$ cat src/rtl/traffic_pkg.sv
// Shared light encodings and phase type for the traffic light controller and monitor.
package traffic_pkg;

    localparam logic [2:0] LIGHT_RED = 3'b100;
    localparam logic [2:0] LIGHT_YEL = 3'b010;
    localparam logic [2:0] LIGHT_GRN = 3'b001;

    typedef enum logic [1:0] {
        PH_UNKNOWN = 2'd0,
        PH_RED     = 2'd1,
        PH_GREEN   = 2'd2,
        PH_YELLOW  = 2'd3
    } phase_t;

    // Anything that is not exactly one lamp lit decodes to UNKNOWN.
    function automatic phase_t decode_light(input logic [2:0] light);
        case (light)
            LIGHT_RED: return PH_RED;
            LIGHT_GRN: return PH_GREEN;
            LIGHT_YEL: return PH_YELLOW;
            default:   return PH_UNKNOWN;
        endcase
    endfunction

    // The only phase a given phase may legally hand over to.
    function automatic phase_t legal_successor(input phase_t ph);
        case (ph)
            PH_RED:    return PH_GREEN;
            PH_GREEN:  return PH_YELLOW;
            PH_YELLOW: return PH_RED;
            default:   return PH_UNKNOWN;
        endcase
    endfunction

endpackage

$ cat src/rtl/tl_dwell_counter.sv
// Saturating dwell counter: clear-to-0, load-to-1, increment, and equality compare against a limit.
module tl_dwell_counter
    import traffic_pkg::*;
#(
    parameter int unsigned CNT_W = 8
) (
    input  logic             clk,
    input  logic             reset,
    input  logic             clr_i,
    input  logic             load_i,
    input  logic             inc_i,
    input  logic [CNT_W-1:0] max_i,
    output logic [CNT_W-1:0] count_o,
    output logic             at_limit_o
);

    logic [CNT_W-1:0] count_q;
    logic [CNT_W-1:0] count_d;

    // Next count: clear beats load beats increment; increment stops at all-ones.
    always_comb begin
        count_d = count_q;
        if (clr_i) begin
            count_d = '0;
        end else if (load_i) begin
            count_d = CNT_W'(1);
        end else if (inc_i && (count_q != '1)) begin
            count_d = count_q + CNT_W'(1);
        end
    end

    // Count register.
    always_ff @(posedge clk or posedge reset) begin
        if (reset) begin
            count_q <= '0;
        end else begin
            count_q <= count_d;
        end
    end

    assign count_o    = count_q;
    assign at_limit_o = (count_q == max_i);

endmodule

$ cat src/rtl/traffic_light_monitor.sv
// Passive runtime checker for the traffic light output: phase tracking, dwell timing, order and legality.
module traffic_light_monitor
    import traffic_pkg::*;
#(
    parameter int unsigned CNT_W   = 8,
    parameter int unsigned RED_MIN = 1,
    parameter int unsigned RED_MAX = 200,
    parameter int unsigned GRN_MIN = 1,
    parameter int unsigned GRN_MAX = 200,
    parameter int unsigned YEL_MIN = 1,
    parameter int unsigned YEL_MAX = 200
) (
    input  logic             clk,
    input  logic             reset,
    input  logic [2:0]       light,
    input  logic             clear,
    output logic [1:0]       phase,
    output logic [CNT_W-1:0] dwell,
    output logic [15:0]      cycles_done,
    output logic             err_illegal,
    output logic             err_order,
    output logic             err_time,
    output logic             err_pulse
);

    phase_t      phase_q, phase_d;
    logic        partial_q, partial_d;
    logic [15:0] cycles_q, cycles_d;
    logic        ill_q, ill_d;
    logic        ord_q, ord_d;
    logic        tim_q, tim_d;
    logic        pulse_q, pulse_d;

    phase_t           obs;
    logic             cnt_clr, cnt_load, cnt_inc, at_limit;
    logic [CNT_W-1:0] dwell_cnt, min_sel, max_sel;
    logic             ev_illegal, ev_order, ev_time, cyc_inc;

    // Per-phase limits for the phase currently being tracked.
    always_comb begin
        min_sel = '0;
        max_sel = '1;
        case (phase_q)
            PH_RED:    begin min_sel = CNT_W'(RED_MIN); max_sel = CNT_W'(RED_MAX); end
            PH_GREEN:  begin min_sel = CNT_W'(GRN_MIN); max_sel = CNT_W'(GRN_MAX); end
            PH_YELLOW: begin min_sel = CNT_W'(YEL_MIN); max_sel = CNT_W'(YEL_MAX); end
            default:   ;
        endcase
    end

    tl_dwell_counter #(.CNT_W(CNT_W)) u_dwell (
        .clk        (clk),
        .reset      (reset),
        .clr_i      (cnt_clr),
        .load_i     (cnt_load),
        .inc_i      (cnt_inc),
        .max_i      (max_sel),
        .count_o    (dwell_cnt),
        .at_limit_o (at_limit)
    );

    // Phase tracking and error event detection for the current light sample.
    always_comb begin
        phase_d    = phase_q;
        partial_d  = partial_q;
        cnt_clr    = 1'b0;
        cnt_load   = 1'b0;
        cnt_inc    = 1'b0;
        ev_illegal = 1'b0;
        ev_order   = 1'b0;
        ev_time    = 1'b0;
        cyc_inc    = 1'b0;
        obs        = decode_light(light);

        if (obs == PH_UNKNOWN) begin
            phase_d    = PH_UNKNOWN;
            cnt_clr    = 1'b1;
            ev_illegal = 1'b1;
        end else if (phase_q == PH_UNKNOWN) begin
            phase_d   = obs;
            cnt_load  = 1'b1;
            partial_d = 1'b1;
        end else if (obs == phase_q) begin
            cnt_inc = 1'b1;
            // Equality with MAX means this sample pushes dwell to MAX+1; fires once per visit.
            ev_time = at_limit;
        end else if (obs == legal_successor(phase_q)) begin
            phase_d   = obs;
            cnt_load  = 1'b1;
            partial_d = 1'b0;
            ev_time   = !partial_q && (dwell_cnt < min_sel);
            cyc_inc   = (phase_q == PH_YELLOW);
        end else begin
            phase_d   = obs;
            cnt_load  = 1'b1;
            partial_d = 1'b1;
            ev_order  = 1'b1;
        end

        // Clear first, then OR in same-edge events so a new error survives a clear.
        ill_d    = (clear ? 1'b0 : ill_q) | ev_illegal;
        ord_d    = (clear ? 1'b0 : ord_q) | ev_order;
        tim_d    = (clear ? 1'b0 : tim_q) | ev_time;
        cycles_d = (clear ? 16'd0 : cycles_q) + {15'd0, cyc_inc};
        pulse_d  = ev_illegal | ev_order | ev_time;
    end

    // Monitor state registers.
    always_ff @(posedge clk or posedge reset) begin
        if (reset) begin
            phase_q   <= PH_UNKNOWN;
            partial_q <= 1'b0;
            cycles_q  <= '0;
            ill_q     <= 1'b0;
            ord_q     <= 1'b0;
            tim_q     <= 1'b0;
            pulse_q   <= 1'b0;
        end else begin
            phase_q   <= phase_d;
            partial_q <= partial_d;
            cycles_q  <= cycles_d;
            ill_q     <= ill_d;
            ord_q     <= ord_d;
            tim_q     <= tim_d;
            pulse_q   <= pulse_d;
        end
    end

    assign phase       = phase_q;
    assign dwell       = dwell_cnt;
    assign cycles_done = cycles_q;
    assign err_illegal = ill_q;
    assign err_order   = ord_q;
    assign err_time    = tim_q;
    assign err_pulse   = pulse_q;

endmodule
$ cat config.mk
export PLATFORM = sky130hd
export DESIGN_NAME = traffic_light_monitor
export DESIGN_NICKNAME = d
export VERILOG_FILES = /design/src/rtl/traffic_pkg.sv /design/src/rtl/tl_dwell_counter.sv /design/src/rtl/traffic_light_monitor.sv
export SDC_FILE = /design/constraint.sdc
export NUM_CORES = 1
export LEC_CHECK = 0
export ABC_AREA = 1
export CORE_ASPECT_RATIO = 1.4
export CORE_MARGIN = 3
export CORE_UTILIZATION = 47
export CTS_CLUSTER_DIAMETER = 40
export DETAILED_ROUTE_END_ITERATION = 10
export PLACE_DENSITY = 0.76
export SYNTH_ARGS = -nofsm -noshare
export SYNTH_HDL_FRONTEND = slang
export SYNTH_SLANG_ARGS = --single-unit
export TNS_END_PERCENT = 10
$ cat constraint.sdc
create_clock -name clk -period 2.3 [get_ports clk]
set_clock_uncertainty 0.05 [all_clocks]
set_input_delay 0.46 -clock clk [delete_from_list [all_inputs] [get_ports clk]]
set_output_delay 0.46 -clock clk [all_outputs]
set_load 0.02 [all_outputs]
==> qor.yml <==
worst_setup_path:
  arrival_ns: 2.39
  r2r_setup_slack_ns: 0.04
  critical_path.most_common_cell: "nand2_2"
  cp-start-kind: "register"
  crit_type: "reg -> reg"
  path_cells: "inv_2 > ha_1 > inv_1 > nand2_1 > nand2_2 > nand2_2 > nor3_4 > ha_1 > nand2_1 > nor3_4 > nand2_2 > nor2_4 > nand3_2 > xor2_1"
  cp.required_ns: 2.43
  crit_slowest_cell: "dfrtp_2"
  crit_fanout: 5
  slowest_delay_ns: 0.44
  cp-end-kind: "register"
yosys:
  synth_area_leader_cell: "dfrtp_1"
  synthCells: 237
  yosys_warnings: 0
  synth_top_area_share_pct: 40.0
  ys.flop_type: "dfrtp_1"
  syn_avg_cell_area_sq_um: 8.19
  ys_ff_latch: 31
  synth_edf_count: 0
  seq_area_frac_synth_pct: 40.0
  netlist_area_sq_um: 1940
  synth_nets: 251
  async_flop_share_pct: 100
  yosysMostFrequentCell: "nand2_1"
  synthTopCellsByArea: "dfrtp_1, nand2_1, inv_1"
  yosysUniqueCellTypes: 30
  ys_top_cells_by_count: "nand2_1, dfrtp_1, inv_1, nor2_1, nand3_1"
sta:
  max_slew_margin_pct: 73.6
  tns_ns: 0
  rsz0062_at_grt: "true"
  hold_violations: 0
  fmax_ghz: 0.442
  period_share_pct: 98.4
  worst_slew_pin_slew_ns: 0.396
  post-route-min-period_ns: 2.26
  final-max-slew-violation-count: 0
  setup_viol: 0
clock_tree:
  cts.sinks: 31
  cts_tree: "done"
  hold_buffers: 0
  clockBufferDepth: 2
  h-tree-depth: 2
  root_buffer: "clkbuf_8"
  path_clk_slew_ns: 0.07
  cts_buffers: 5
  clk_latency_ns: 0.29
global_route:
  grt_start_max_net_pins: 32
  grt_pass1_vias: 1665
  globalRouteOverflowTotal: 0
  grt_pass1_wl_mm: 7.29
  antenna_found_initial: 0
  track_usage_pct: 20.1
placement:
  dp.final_hpwl_mm: 3.27
  routabilityCongestion: 0.890
  place_area_sq_um: 2460
  portBuffers: 35
finish:
  nNetsFinal: 310
  antennaDiodeCount: 0
  drive_above_1_share_pct: 25.9
  area_growth_pct: 33.8
  fin_area_sq_um: 2600
pwr:
  swShare_pct: 28.2
  pwr-share-seq_pct: 47.6
  power_mw: 1.21
  clockPowerShare_pct: 34.2
  ir_worst_vdd_v: 0.000419
  internal_power_uw: 867
  leakage_nw: 1.15
  powerDensity_nw_per_um2: 465
  switchingPower_uw: 340
  power_frac_comb_pct: 18.2
floorplan:
  core.rowCount: 27
  die_h_um: 82.0
  die-area_sq_um: 4950
  top_level_ports: 36
  core-area_sq_um: 3950
  start_util_pct: 49.1
  die_w_um: 60.3
drt:
  routed_wirelength_mm: 4.37
  dr.first_iter.drc_count: 46
  routed.top_layer: "met4"
  vias_per_cell: 5.20
  m1WireLength_mm: 1.68
  wl_met3_um: 152
  ant_nets: 0
  wl_per_cell_um: 12.9
  dr.pass1.iters: 4
  num_vias: 1768
  drc: 0
  dr_wl_met2_mm: 2.44
job:
  drv_cap: 0
run_status:
  status: "finished, final reports clean"
worst_hold_path:
  worstHoldPathType: "reg -> reg"
-- critical path, delay by kind of cell (launching register included) --
family,cells,cell delay [ns]
xor gates and xnor gates,1,0.14
adders and majority gates,2,0.40
buffers and inverters,2,0.14
DFF,1,0.44
and+or+nand+nor,9,0.97
-- final cells by class --
| cell class | instances | area (sq um) |
|---|---|---|
| fillers | 338 | 1360 |
| well taps | 43 | 53.8 |
| flip-flops and latches | 31 | 778 |
| inverters | 34 | 130 |
| clock buffers | 7 | 76.3 |
| multi-input cells | 170 | 1060 |
| clock inverters | 1 | 5.00 |
| repair buffers | 54 | 492 |
-- flip-flops by register name (all words and copies together), names as in the netlist --
name	flops
phase	2
err_illegal	1
err_pulse	1
err_order	1
u_dwell.count_o	8
cycles_done	16
err_time	1
partial_q	1
-- power groups by stage --
stage,Combinational [mW],Sequential (mW),Clock [mW]
after floorplan,0.109,0.598,0
after global placement,0.207,0.585,0
after detailed placement,0.210,0.585,0
after CTS,0.219,0.575,0.431
after global routing,0.244,0.577,0.447
final,0.220,0.575,0.413
-- what timing repair did --
action                                  CTS  global route
endpoints found under the setup margin   12            10
setup buffers                             2             0
hold endpoints to repair                  0             0
gates resized for setup                  13             5
pin swaps                                 5             5
-- logic make-up after synthesis --
| family | after synthesis | share of synthesized area, % |
|---|---|---|
| compound gates | 13 | 4.00 |
| flops | 31 | 40.0 |
| xor+xnor | 10 | 4.51 |
| buf+inv | 36 | 7.87 |
| fa+ha+maj | 8 | 5.16 |
| simple gates | 139 | 38.5 |
-- placed cells by master (no fill, tap or decap), types with 5 or more instances in the layout --
cell	instances
ha_1	5
dfrtp_1	29
nor2_1	21
a21oi_1	6
nand3_2	5
nand3_1	19
nor2_2	9
nor3_1	5
nand2_2	12
inv_1	27
clkbuf_8	5
nand2_1	49
clkdlybuf4s50_1	32
xor2_1	8
inv_2	6
buf_4	19
-- stage by stage --
| stage | util (%) | cells | hold WS [ns] | setup WS [ns] |
|---|---|---|---|---|
| 3_3_place_gp | 62.2 | 330 | 0.409 | -0.387 |
| 3_5_place_dp | 62.2 | 330 | 0.414 | -0.479 |
| 5_1_grt | 65.7 | 340 | 0.436 | -0.127 |
| 4_1_cts | 65.3 | 340 | 0.424 | 0.000111 |
| 6_report | 65.7 | 340 | 0.424 | 0.0365 |
| 2_1_floorplan | - | 237 | 0.410 | 0.0123 |
-- metal layers --
metal | vias to the layer above | GRT usage [%]
met3 | 6 | 4.09
met1 | 850 | 21.5
met4 | 0 | 11.1
met2 | 37 | 35.8
li1 | 875 | -
met5 | - | 0
-- worst paths after layout --
check                                         startpoint                              to  cells after the start
worst max register to register      phase[1]$_DFFE_PP0P_       cycles_done[11]$_DFF_PP0_                     14
min in group asynchronous                          reset  u_dwell.count_o[2]$_DFFE_PP0P_                      3
worst min-delay path            cycles_done[4]$_DFF_PP0_        cycles_done[4]$_DFF_PP0_                      1
worst min register to register  cycles_done[4]$_DFF_PP0_        cycles_done[4]$_DFF_PP0_                      1
max in group asynchronous                          reset            phase[0]$_DFFE_PP0P_                      3
worst max-delay path                phase[1]$_DFFE_PP0P_       cycles_done[11]$_DFF_PP0_                     14
(Power assumes the default switching activity.)
